File: config.mk
export PLATFORM = sky130hd
export DESIGN_NAME = secuenciador_movimiento
export DESIGN_NICKNAME = d
export VERILOG_FILES = /design/src/rtl/movimiento_pkg.sv /design/src/rtl/antirrebote.sv /design/src/rtl/secuenciador_movimiento.sv
export SDC_FILE = /design/constraint.sdc
export NUM_CORES = 1
export LEC_CHECK = 0
export CAP_MARGIN = 0
export CORE_MARGIN = 2
export CORE_UTILIZATION = 53
export DETAILED_ROUTE_END_ITERATION = 6
export PLACE_DENSITY = 0.77
export SETUP_SLACK_MARGIN = 0.1
export SYNTH_ARGS = -nofsm -noshare
export SYNTH_HDL_FRONTEND = slang
export SYNTH_SLANG_ARGS = --single-unit
File: constraint.sdc
create_clock -name clk -period 1.8 [get_ports clk]
set_clock_uncertainty 0.05 [all_clocks]
set_input_delay 0.36 -clock clk [delete_from_list [all_inputs] [get_ports clk]]
set_output_delay 0.36 -clock clk [all_outputs]
set_load 0.01 [all_outputs]
File: src/rtl/movimiento_pkg.sv
// movimiento_pkg: selector codes, sequencer states and direction priority shared with control_movimiento.
package movimiento_pkg;
    localparam logic [2:0] SEL_REPOSO    = 3'b000;
    localparam logic [2:0] SEL_INICIO    = 3'b001;
    localparam logic [2:0] SEL_DERECHA   = 3'b010;
    localparam logic [2:0] SEL_ARRIBA    = 3'b011;
    localparam logic [2:0] SEL_ABAJO     = 3'b100;
    localparam logic [2:0] SEL_IZQUIERDA = 3'b101;
    localparam logic [2:0] SEL_GENERAR   = 3'b111;
    localparam logic [2:0] EST_REPOSO  = 3'd0;
    localparam logic [2:0] EST_INICIO  = 3'd1;
    localparam logic [2:0] EST_MOVER   = 3'd2;
    localparam logic [2:0] EST_GENERAR = 3'd3;
    localparam logic [2:0] EST_SOLTAR  = 3'd4;
    localparam logic [2:0] EST_BLOQUEO = 3'd5;
    function automatic logic [2:0] codigo_direccion(input logic [2:0] arr_aba_izq);
        return arr_aba_izq[2] ? SEL_ARRIBA : arr_aba_izq[1] ? SEL_ABAJO :
               arr_aba_izq[0] ? SEL_IZQUIERDA : SEL_DERECHA;
    endfunction
endpackage

File: src/rtl/antirrebote.sv
// antirrebote: 2-flop synchronizer plus debouncer; a level held since reset must be released before its next press counts.
module antirrebote #(
    parameter int DEBOUNCE_CYCLES = 16
) (
    input  logic clk,
    input  logic rst_n,
    input  logic boton,
    output logic nivel,
    output logic flanco
);
    localparam int CW = $clog2(DEBOUNCE_CYCLES + 1);
    logic [1:0]    sync;
    logic [CW-1:0] cnt;
    logic          armado;
    logic          pend;
    logic          listo;
    assign pend  = (sync[1] != nivel) || (!armado && !sync[1]);
    assign listo = pend && (cnt == CW'(DEBOUNCE_CYCLES - 1));
    always_ff @(posedge clk or negedge rst_n) begin
        if (!rst_n) begin
            sync   <= '0;
            cnt    <= '0;
            armado <= 1'b0;
            nivel  <= 1'b0;
            flanco <= 1'b0;
        end else begin
            sync   <= {sync[0], boton};
            cnt    <= (listo || !pend) ? '0 : cnt + CW'(1);
            flanco <= listo && sync[1] && armado;
            if (listo) begin
                nivel  <= sync[1];
                armado <= armado | !sync[1];
            end
        end
    end
endmodule

File: src/rtl/secuenciador_movimiento.sv
// secuenciador_movimiento: debounced buttons to timed selector sequences; SECUENCIADOR_CONTADOR_EN adds cuenta_movs.
module secuenciador_movimiento
    import movimiento_pkg::*;
#(
    parameter int DEBOUNCE_CYCLES = 16,
    parameter int HOLD_CYCLES     = 4
) (
    input  logic       clk,
    input  logic       rst_n,
    input  logic       btn_arriba,
    input  logic       btn_abajo,
    input  logic       btn_izquierda,
    input  logic       btn_derecha,
    input  logic       btn_inicio,
    input  logic       gano,
    input  logic       perdio,
    output logic [2:0] selector,
    output logic       ocupado
`ifdef SECUENCIADOR_CONTADOR_EN
    ,
    output logic [15:0] cuenta_movs
`endif
);
    localparam int HW = $clog2(HOLD_CYCLES + 1);
    logic [4:0]    crudo;
    logic [4:0]    nivel;
    logic [4:0]    flanco;
    logic [2:0]    state;
    logic [2:0]    nxt;
    logic [2:0]    dir;
    logic [HW-1:0] hold;
    logic          fin;
    logic          fin_juego;
    assign crudo = {btn_inicio, btn_arriba, btn_abajo, btn_izquierda, btn_derecha};
    genvar i;
    for (i = 0; i < 5; i++) begin : g_btn
        antirrebote #(.DEBOUNCE_CYCLES(DEBOUNCE_CYCLES)) u_antirrebote (
            .clk   (clk),
            .rst_n (rst_n),
            .boton (crudo[i]),
            .nivel (nivel[i]),
            .flanco(flanco[i])
        );
    end
    assign fin       = hold == HW'(HOLD_CYCLES - 1);
    assign fin_juego = gano | perdio;
    assign ocupado   = state == EST_INICIO || state == EST_MOVER || state == EST_GENERAR;
    assign selector  = state == EST_INICIO  ? SEL_INICIO :
                       state == EST_MOVER   ? dir :
                       state == EST_GENERAR ? SEL_GENERAR : SEL_REPOSO;
    always_comb begin
        nxt = state;
        case (state)
            EST_REPOSO:  nxt = flanco[4] ? EST_INICIO : fin_juego ? EST_BLOQUEO :
                               |flanco[3:0] ? EST_MOVER : EST_REPOSO;
            EST_INICIO:  nxt = fin ? EST_SOLTAR : EST_INICIO;
            EST_MOVER:   nxt = fin ? EST_GENERAR : EST_MOVER;
            EST_GENERAR: nxt = fin ? EST_SOLTAR : EST_GENERAR;
            EST_SOLTAR:  nxt = |nivel ? EST_SOLTAR : fin_juego ? EST_BLOQUEO : EST_REPOSO;
            EST_BLOQUEO: nxt = flanco[4] ? EST_INICIO : EST_BLOQUEO;
            default:     nxt = EST_REPOSO;
        endcase
    end
    always_ff @(posedge clk or negedge rst_n) begin
        if (!rst_n) begin
            state <= EST_REPOSO;
            hold  <= '0;
            dir   <= SEL_REPOSO;
        end else begin
            state <= nxt;
            hold  <= (nxt != state || !ocupado) ? '0 : hold + HW'(1);
            if (state == EST_REPOSO && nxt == EST_MOVER)
                dir <= codigo_direccion(flanco[3:1]);
        end
    end
`ifdef SECUENCIADOR_CONTADOR_EN
    always_ff @(posedge clk or negedge rst_n) begin
        if (!rst_n)
            cuenta_movs <= '0;
        else if (nxt == EST_INICIO && state != EST_INICIO)
            cuenta_movs <= '0;
        else if (state == EST_MOVER && nxt == EST_GENERAR && cuenta_movs != 16'hFFFF)
            cuenta_movs <= cuenta_movs + 16'd1;
    end
`endif
endmodule

==> results.py <==
metrics = {
    "grt": {
        "grt_pass1_vias": 1559,
        "overflow": 0,
        "grt_max_degree": 60,
        "grt_use_total": 0.169,
        "grt_pass1_wl_mm": 6.53,
        "antenna_found_initial": 0,
    },
    "cts": {
        "cts_buffers": 9,
        "cts.path.max_buffers": 2,
        "h-tree-depth": 3,
        "cts_tree": "done",
        "clk_pin_slew_ns": 0.06,
        "clock-sinks": 59,
        "cts_root_buf": "clkbuf_8",
        "clk_latency_ns": 0.33,
    },
    "yosys": {
        "ys_seq_area_frac": 0.605,
        "ys_warn_count": 0,
        "yosys_most_used_dff": "dfrtp_1",
        "syn_area_sq_mm": 0.00244,
        "synth_edf_count": 0,
        "ys_types": 32,
        "synth_seq_cells": 59,
        "synthArstFlopShare": 1.00,
        "synth_top_area_share": 0.605,
        "netlist_top_cells_area": "dfrtp_1 61%, ha_1 6.2%, nor2_1 5.4%",
        "syn_inst": 216,
        "synthTopCellsByCount": "59 x dfrtp_1, 35 x nor2_1, 23 x inv_1",
        "yosysTopAreaCell": "dfrtp_1",
        "synth_area_per_cell_sq_um": 11.3,
        "yosysMostFrequentCell": "dfrtp_1",
        "syn_nets": 237,
    },
    "hold_path": {
        "hp-start": "g_btn[4].u_antirrebote.sync[0]",
        "hold_class": "flip-flop to flip-flop",
        "whs_endpoint": "g_btn[4].u_antirrebote.sync[1]",
        "hold_depth": 0,
    },
    "detailed_routing": {
        "wl_mm": 3.66,
        "drt_pass1_iterations": 4,
        "viasPerCell": 5.19,
        "wl_met3_um": 205,
        "met2WireLength_mm": 1.71,
        "wl_met1_mm": 1.67,
        "drc": 0,
        "dr_total_vias": 1567,
        "ant_nets": 0,
        "first_iter_violations": 58,
        "wl_per_cell_um": 12.1,
        "top_layer_used": "met4",
    },
    "pwr": {
        "p_per_area_mw_per_mm2": 1190,
        "intPower_mw": 2.48,
        "max-vdd-ir-drop_v": 0.000777,
        "power.share.switching": 0.272,
        "p_seq_frac": 0.492,
        "switchingPower_mw": 0.927,
        "p_comb_frac": 0.181,
        "pwr-share-clk": 0.327,
        "p_leak_nw": 1.38,
    },
    "final_layout": {
        "antenna-diode-count": 0,
        "fin_nets": 266,
        "drive_above_1_share": 0.132,
        "area_growth_pct": 17.6,
    },
    "critical_path": {
        "startpoint_type": "flip-flop",
        "crit_type": "flip-flop to primary output",
        "r2r_start": "g_btn[2].u_antirrebote.cnt[0]",
        "rr_endpoint": "g_btn[2].u_antirrebote.cnt[3]",
        "end_kind": "primary output",
        "worstPathMaxFanout": 7,
        "r2r.worst_path.cells": 5,
        "r2r_slack_ns": 0.19,
        "required_ns": 1.39,
        "cp_data_arrival_time_ns": 1.27,
    },
    "die": {
        "core_sq_mm": 0.00438,
        "die-area_sq_mm": 0.00516,
        "floorplan.initialDensity": 0.557,
        "num_rows": 24,
        "boundaryPins": 13,
        "die_h_um": 71.9,
        "die_x_um": 71.9,
    },
    "place": {
        "io_buffers": 12,
        "dp_hpwl_mm": 2.51,
        "gp_congestion": 0.822,
    },
    "sta": {
        "holdWs_ns": 0.300,
        "slew_violations": 0,
        "fin_crit_ns": 1.68,
        "finalSetupViolations": 0,
        "hold_violations": 0,
        "setup_tns_ns": 0,
        "worstMarginPinSlew_ns": 0.346,
        "fin_crit_sh": 0.932,
        "grt_setup_unrepaired": "true",
        "fmax_mhz": 596,
        "slew_headroom": 0.768,
    },
    "run_status": {
        "status": "complete, no violations",
    },
    "flow_run": {
        "cap_viol_max_count": 0,
    },
}
## power by group through the flow
stage	combinational (mW)	clock [mW]	sequential [mW]
floorplan	0.441	0	1.66
global placement	0.567	0	1.71
detailed placement	0.591	0	1.72
CTS	0.627	1.15	1.68
global route	0.724	1.21	1.71
finish	0.617	1.12	1.68
## critical path: stages (launching register included)
cell and delay [ns]:
dfrtp_2 0.42, buf_4 0.16, nor2_2 0.10, nor2_1 0.04, clkdlybuf4s15_1 0.22
## state kept, by name (all words and copies together), names as in the netlist
register / flops
g_btn.u_antirrebote.cnt: 25
dir: 3
g_btn.u_antirrebote.nivel: 5
g_btn.u_antirrebote.sync: 10
g_btn.u_antirrebote.armado: 5
g_btn.u_antirrebote.flanco: 5
state: 3
hold: 3
## worst max path at each step
stage / start / to / slack [ns] / depth (start not counted)
detailed placement: perdio / state[0] / 0.005 / 4
finish: state[0] / selector[2] / 0.12 / 4
CTS: state[0] / selector[2] / 0.05 / 4
global placement: perdio / dir[2] / 0.04 / 4
floorplan: g_btn[2].u_antirrebote.cnt[0] / g_btn[2].u_antirrebote.cnt[2] / 0.28 / 5
global route: state[1] / ocupado / 0.05 / 3
## metal layers
layer  vias to the layer above  global-route usage
li1                        788                   -
met1                       742               0.206
met2                        29               0.264
met3                         8              0.0759
met4                         0              0.0671
met5                         -                   0
## through the flow
stage	utilization	area, sq um	std cells	total power [mW]	worst slack (ns)
floorplan	-	2440	216	2.10	0.284
global placement	0.607	2660	283	2.27	0.0393
detailed placement	0.607	2660	283	2.31	0.00494
CTS	0.656	2870	302	3.46	0.0468
global route	0.655	2870	302	3.64	0.0537
finish	0.655	2870	302	3.41	0.122
## cell families after synthesis
logic type | after synthesis | synth area share
XOR/XNOR | 10 | 0.0359
adder cells (fa/ha/maj) | 12 | 0.0615
buffers and inverters | 25 | 0.0395
flip-flops | 59 | 0.605
AO/OA/AOI/OAI | 30 | 0.0877
AND/OR/NAND/NOR | 80 | 0.170
## timing repair
action                                  4_1_cts  5_1_grt
gates resized for setup                       6        6
endpoints found under the setup margin        4        9
pin swaps                                     0        1
setup buffers                                 2        0
hold buffers                                  1        0
endpoints found under the hold margin        59        0
## cells in the final DEF (no fill, tap or decap), types with 2 or more instances in the layout
| cell type | n |
|---|---|
| or3_1 | 2 |
| nor2_1 | 34 |
| nand2b_1 | 4 |
| xnor2_1 | 5 |
| a21oi_1 | 3 |
| nand3_1 | 6 |
| clkbuf_1 | 2 |
| clkbuf_8 | 13 |
| a211o_1 | 4 |
| o211ai_1 | 3 |
| o21ai_1 | 3 |
| nand2_1 | 6 |
| nor3b_1 | 9 |
| clkbuf_2 | 2 |
| o21ai_0 | 5 |
| and3_1 | 6 |
| nor3_1 | 3 |
| nor4_1 | 4 |
| ha_1 | 12 |
| inv_1 | 23 |
| xor2_1 | 5 |
| buf_4 | 6 |
| dfrtp_2 | 2 |
| a21o_1 | 6 |
| dfrtp_1 | 57 |
| clkdlybuf4s50_1 | 7 |
## final cells by class
cell class / count / area [sq um]
fillers: 355 / 1510
flip-flops and latches: 59 / 1480
multi-input cells: 132 / 870
clock buffers: 15 / 186
repair buffers: 20 / 179
inverters: 23 / 86.3
well taps: 52 / 65.1
clock inverters: 1 / 5.00
Power figures use the tool's default switching activity.
